===== config.mk =====
export PLATFORM = sky130hd
export DESIGN_NAME = alu_input_seq
export DESIGN_NICKNAME = d
export VERILOG_FILES = /design/src/rtl/alu_input_seq_pkg.sv /design/src/rtl/btn_debounce.sv /design/src/rtl/alu_input_seq.sv
export SDC_FILE = /design/constraint.sdc
export NUM_CORES = 1
export LEC_CHECK = 0
export BUFFER_PORTS_ARGS = -buffer_cell sky130_fd_sc_hd__buf_2
export CAP_MARGIN = 20
export CORE_MARGIN = 5
export CORE_UTILIZATION = 40
export CTS_BUF_LIST = sky130_fd_sc_hd__clkbuf_8
export DETAILED_ROUTE_END_ITERATION = 10
export PLACE_DENSITY = 0.7
export SLEW_MARGIN = 20
export SYNTH_ARGS = -nofsm -noshare
export SYNTH_HDL_FRONTEND = slang
export SYNTH_SLANG_ARGS = --single-unit

===== constraint.sdc =====
create_clock -name clk -period 4.95 [get_ports clk]
set_clock_uncertainty 0.2 [all_clocks]
set_input_delay 0.2475 -clock clk [delete_from_list [all_inputs] [get_ports clk]]
set_output_delay 0.2475 -clock clk [all_outputs]
set_load 0.01 [all_outputs]

===== src/rtl/alu_input_seq_pkg.sv =====
// Shared ALU definitions: input-sequencer FSM states and ALU opcode constants.
package alu_input_seq_pkg;

  typedef enum logic [1:0] {
    S_A   = 2'b00,
    S_B   = 2'b01,
    S_OP  = 2'b10,
    S_RUN = 2'b11
  } seq_state_t;

  localparam logic [2:0] OP_ADD = 3'd0;
  localparam logic [2:0] OP_SUB = 3'd1;
  localparam logic [2:0] OP_AND = 3'd2;
  localparam logic [2:0] OP_OR  = 3'd3;
  localparam logic [2:0] OP_XOR = 3'd4;
  localparam logic [2:0] OP_NOT = 3'd5;
  localparam logic [2:0] OP_SHL = 3'd6;
  localparam logic [2:0] OP_SHR = 3'd7;

  function automatic seq_state_t next_state(input seq_state_t s);
    case (s)
      S_A:     return S_B;
      S_B:     return S_OP;
      S_OP:    return S_RUN;
      default: return S_A;
    endcase
  endfunction

endpackage


===== src/rtl/btn_debounce.sv =====
// Debounces a synchronized button level and emits a one-cycle pulse on each
// accepted rising transition of the stable level.
module btn_debounce #(
  parameter int unsigned DB_CYCLES = 50000
) (
  input  logic clk,
  input  logic rst,
  input  logic btn_sync,
  output logic press
);

  localparam logic [15:0] CNT_LAST = 16'(DB_CYCLES - 1);

  logic        stable;
  logic [15:0] cnt;

  // Toggle happens on the DB_CYCLES-th differing sample; >= keeps the counter
  // from ever running past the terminal value.
  always_ff @(posedge clk or posedge rst) begin
    if (rst) begin
      stable <= 1'b0;
      cnt    <= '0;
      press  <= 1'b0;
    end else begin
      press <= 1'b0;
      if (btn_sync == stable) begin
        cnt <= '0;
      end else if (cnt >= CNT_LAST) begin
        stable <= ~stable;
        cnt    <= '0;
        press  <= ~stable;
      end else begin
        cnt <= cnt + 16'd1;
      end
    end
  end

endmodule


===== src/rtl/alu_input_seq.sv =====
// Step-button driven entry of ALU operands A, B and opcode from a 4-bit switch.
module alu_input_seq
  import alu_input_seq_pkg::*;
#(
  parameter int unsigned DB_CYCLES = 50000
) (
  input  logic       clk,
  input  logic       rst,
  input  logic [3:0] sw,
  input  logic       step_btn,
  input  logic       clr,
  output logic [3:0] a,
  output logic [3:0] b,
  output logic [2:0] op,
  output logic       op_valid,
  output logic [1:0] phase
);

  logic       step_meta, step_sync;
  logic [3:0] sw_meta, sw_sync;
  logic       press;
  seq_state_t state;

  always_ff @(posedge clk or posedge rst) begin
    if (rst) begin
      step_meta <= 1'b0;
      step_sync <= 1'b0;
      sw_meta   <= '0;
      sw_sync   <= '0;
    end else begin
      step_meta <= step_btn;
      step_sync <= step_meta;
      sw_meta   <= sw;
      sw_sync   <= sw_meta;
    end
  end

  btn_debounce #(
    .DB_CYCLES(DB_CYCLES)
  ) u_debounce (
    .clk     (clk),
    .rst     (rst),
    .btn_sync(step_sync),
    .press   (press)
  );

  always_ff @(posedge clk or posedge rst) begin
    if (rst) begin
      state    <= S_A;
      a        <= '0;
      b        <= '0;
      op       <= '0;
      op_valid <= 1'b0;
    end else if (clr) begin
      state    <= S_A;
      a        <= '0;
      b        <= '0;
      op       <= '0;
      op_valid <= 1'b0;
    end else if (press) begin
      case (state)
        S_A:     a  <= sw_sync;
        S_B:     b  <= sw_sync;
        S_OP:    op <= sw_sync[2:0];
        default: ;
      endcase
      state    <= next_state(state);
      op_valid <= (next_state(state) == S_RUN);
    end
  end

  assign phase = state;

endmodule


==> impl_results.md <==
* R2r setup slk at 2.87 ns
* Synth Instances at 163
* Area grow syn2layout at 19.3%
* Final hold violation count at 0
* Total global-route track usage at approximately 11%
* Worst-path cell chain: ha_1 > nand3_2 > a2111oi_2 > or3b_1 > nor2_1
* Busiest layer in global routing: met2
* Rel. slew slack at between 60% and 70%
* Status: completed
* Post-CTS Setup Inserts at 0
* H-tree levels at 2
* Setup CP Type: reg -> reg
* CP required at about 5 ns
* Worst Setup Start Kind: register
* Clk Latency, worst-skew pair at 0.29 ns
* Overflow after GRT at 0
* Post-CTS sizing at 0
* Worst R2R End: u_debounce.cnt[15]$_DFF_PP0_
* Crit path depth at 5
* WL/cell at 11.8 microns
* Final TNS setup at 0 ns
* Synth cell types at 25
* Initial DRC count at 47
* Design area at 2090 sq um
* VDD IR max at 0.236 mV
* DIE WIDTH at about 76 microns
* WHS Path Cells at 2
* Mapped Area at around 1700 sq um
* Worst setup startpoint: u_debounce.cnt[0]$_DFF_PP0_
* Leak pwr at between 0.0009 and 0.001 uW
* N_diodes at 0
* Slew @ Worst Pin at around 0.54 ns
* GP Congestion at between 0.7 and 0.8
* R2r worst-path depth at 5
* # DRC at 0
* Crit path arrival time at around 2.0 ns
* Seq cells post-synth at 42
* Sequential share of the synthesized area at 60.1%
* Placement row count at 24
* Final period util at between 40% and 50%
* Setup-failing EPs final at 0
* Crit path to: u_debounce.cnt[15]$_DFF_PP0_
* Pwr dens at 332 nW/um^2
* Fmax at 0.481 GHz
* Ports at 22
* Final min period at 2.08 ns
* Finished Layout Cells at between 200 and 250
* Die area at 5800 sq um
* Vias/cell at 4.75
* Clock tree buffer depth at 2
* Final worst slack at 2.87 ns
* GRT met2 Usage at 16.7%
* Core area at 4290 sq um
* CP Capture Type: register
* Detailed Routing Iterations Pass 1 at 4
* Number of global-route vias before repair at between 1000 and 1500
* Slew Viols, Final at 0
* CP Buf/Inv Count at 0
* Dpl cell area at roughly 1900 sq um
* Synth Area per Inst at 10.7 sq um
* Hold Crit Class: in -> reg
* CTS tree: done
* Final wirelength at 2.91 mm
* Initial antenna violation count at 0
* Clock Sinks at 42
* Initial Utilization at around two fifths
* Max FO, Critical Path at 15
* Largest net degree at the start of global routing at between 40 and 50
* Met3 usage at 4.02%
* Syn Nets at 176
* RSZ-0062 raised after global routing: no
* First-pass GRT wire length at 5.22 mm
* Final Net Count at 206
* PortBufs at 21
* CP peak stage delay at approximately 0.50 ns
* CTS Hold Bufs at 6
* Max Cap Viol at 0
* Global Route met1 Usage at around 14%
* CP top delay family: simple AND/OR/NAND/NOR gates
* Ys Warns at 0
* Share of cells above drive strength 1 at 17.5%
* Dpl cells at roughly 230
* CTS buffer count at 5
* Clock transition at path regs at 0.08 ns
* CTS root buffer: clkbuf_8
* Filler instances at between 400 and 500
* DIE HEIGHT at 76.1 microns
* Worst r2r src: u_debounce.cnt[0]$_DFF_PP0_
* DR vias at 1169
* Hpwl dp at 2.00 mm
* Final ANT Viol Nets at 0
* Pre-CTS WS at 2.86 ns
* Crit path max-delay cell type: or3b_1
## worst min path at each step
stage / from / end
after floorplan: step_btn / step_meta$_DFF_PP0_
after global placement: sw_meta[1]$_DFF_PP0_ / sw_sync[1]$_DFF_PP0_
after detailed placement: sw_meta[1]$_DFF_PP0_ / sw_sync[1]$_DFF_PP0_
after CTS: clr / a[3]$_DFFE_PP0P_
after global routing: clr / a[2]$_DFFE_PP0P_
final: clr / a[3]$_DFFE_PP0P_
## cell type report
| type | instances | area [sq um] | share of cell area (%) |
|---|---|---|---|
| flip-flops and latches | 42 | 1050 | 50.4 |
| multi-input cells | 110 | 638 | 30.6 |
| repair buffers | 28 | 173 | 8.27 |
| clock buffers | 5 | 68.8 | 3.30 |
| clock inverters | 3 | 68.8 | 3.30 |
| well taps | 52 | 65.1 | 3.12 |
| inverters | 6 | 22.5 | 1.08 |
## cell families after synthesis
group / count (synthesis) / share of synthesized area, %
buf+inv: 11 / 3.43
xor+xnor: 14 / 7.01
flops: 42 / 60.1
compound gates: 14 / 4.79
simple gates: 74 / 19.3
fa+ha+maj: 5 / 3.58
mux: 3 / 1.79
## registers in the layout, indices dropped and copies added (netlist names)
signal / count
a: 4
b: 4
op: 3
op_valid: 1
phase: 2
step_meta: 1
step_sync: 1
sw_meta: 4
sw_sync: 4
u_debounce.cnt: 16
u_debounce.press: 1
u_debounce.stable: 1
## placed cells by master, fill, tap and decap left out, types with 6 or more instances in the layout
cell,synthesis,final
xnor2_1,12,12
inv_1,6,6
a21oi_1,11,11
buf_2,0,21
nand3_1,14,14
dfrtp_1,42,42
nor2_1,25,25
dlygate4sd3_1,0,6
nand2_1,19,19
## cells in the mapped netlist, drive strengths merged
cell     count  share of area (%)
a2111oi      1               0.86
a211oi       1               0.43
a21oi       11                3.1
a31oi        1               0.36
and3         1               0.36
buf          2                1.5
clkbuf       3               0.64
dfrtp       42                 60
ha           5                3.6
inv          6                1.3
mux2         1               0.64
mux2i        2                1.1
nand2       19                4.1
nand3       15                4.6
nand4        2               0.72
nor2        26                5.7
nor3         4                1.1
nor3b        1               0.43
nor4         5                1.8
or3b         1               0.50
xnor2       12                6.0
xor2         2                1.0
## metrics by stage
| stage | power, uW | hold slack [ns] | util, % |
|---|---|---|---|
| after detailed placement | 377 | 0.135 | 44.0 |
| after CTS | 702 | 0.0690 | 48.6 |
| after floorplan | 372 | 0.0789 | - |
| final | 692 | 0.0795 | 48.6 |
| after global routing | 719 | 0.0873 | 48.6 |
| after global placement | 377 | 0.134 | 44.0 |
## where the power goes
part / total, uW / switching, uW / internal [uW] / leakage (uW)
Sequential: 353 / 4.46 / 349 / 0.000561
Combinational: 20.1 / 12.1 / 7.98 / 0.000284
Clock: 319 / 117 / 202 / 0.0000683
Total: 692 / 133 / 559 / 0.000913
## worst register-to-register path, cell delays in order (launching register included)
cell and delay, ns:
dfrtp_1 0.40, ha_1 0.21, nand3_2 0.16, a2111oi_2 0.37, or3b_1 0.50, nor2_1 0.12
## metal layers
metal	up-vias	part of all wire, %
met1	532	49
met2	29	43
met3	4	5.5
li1	604	-
met5	-	0
met4	0	1.8
(Power assumes the default switching activity.)
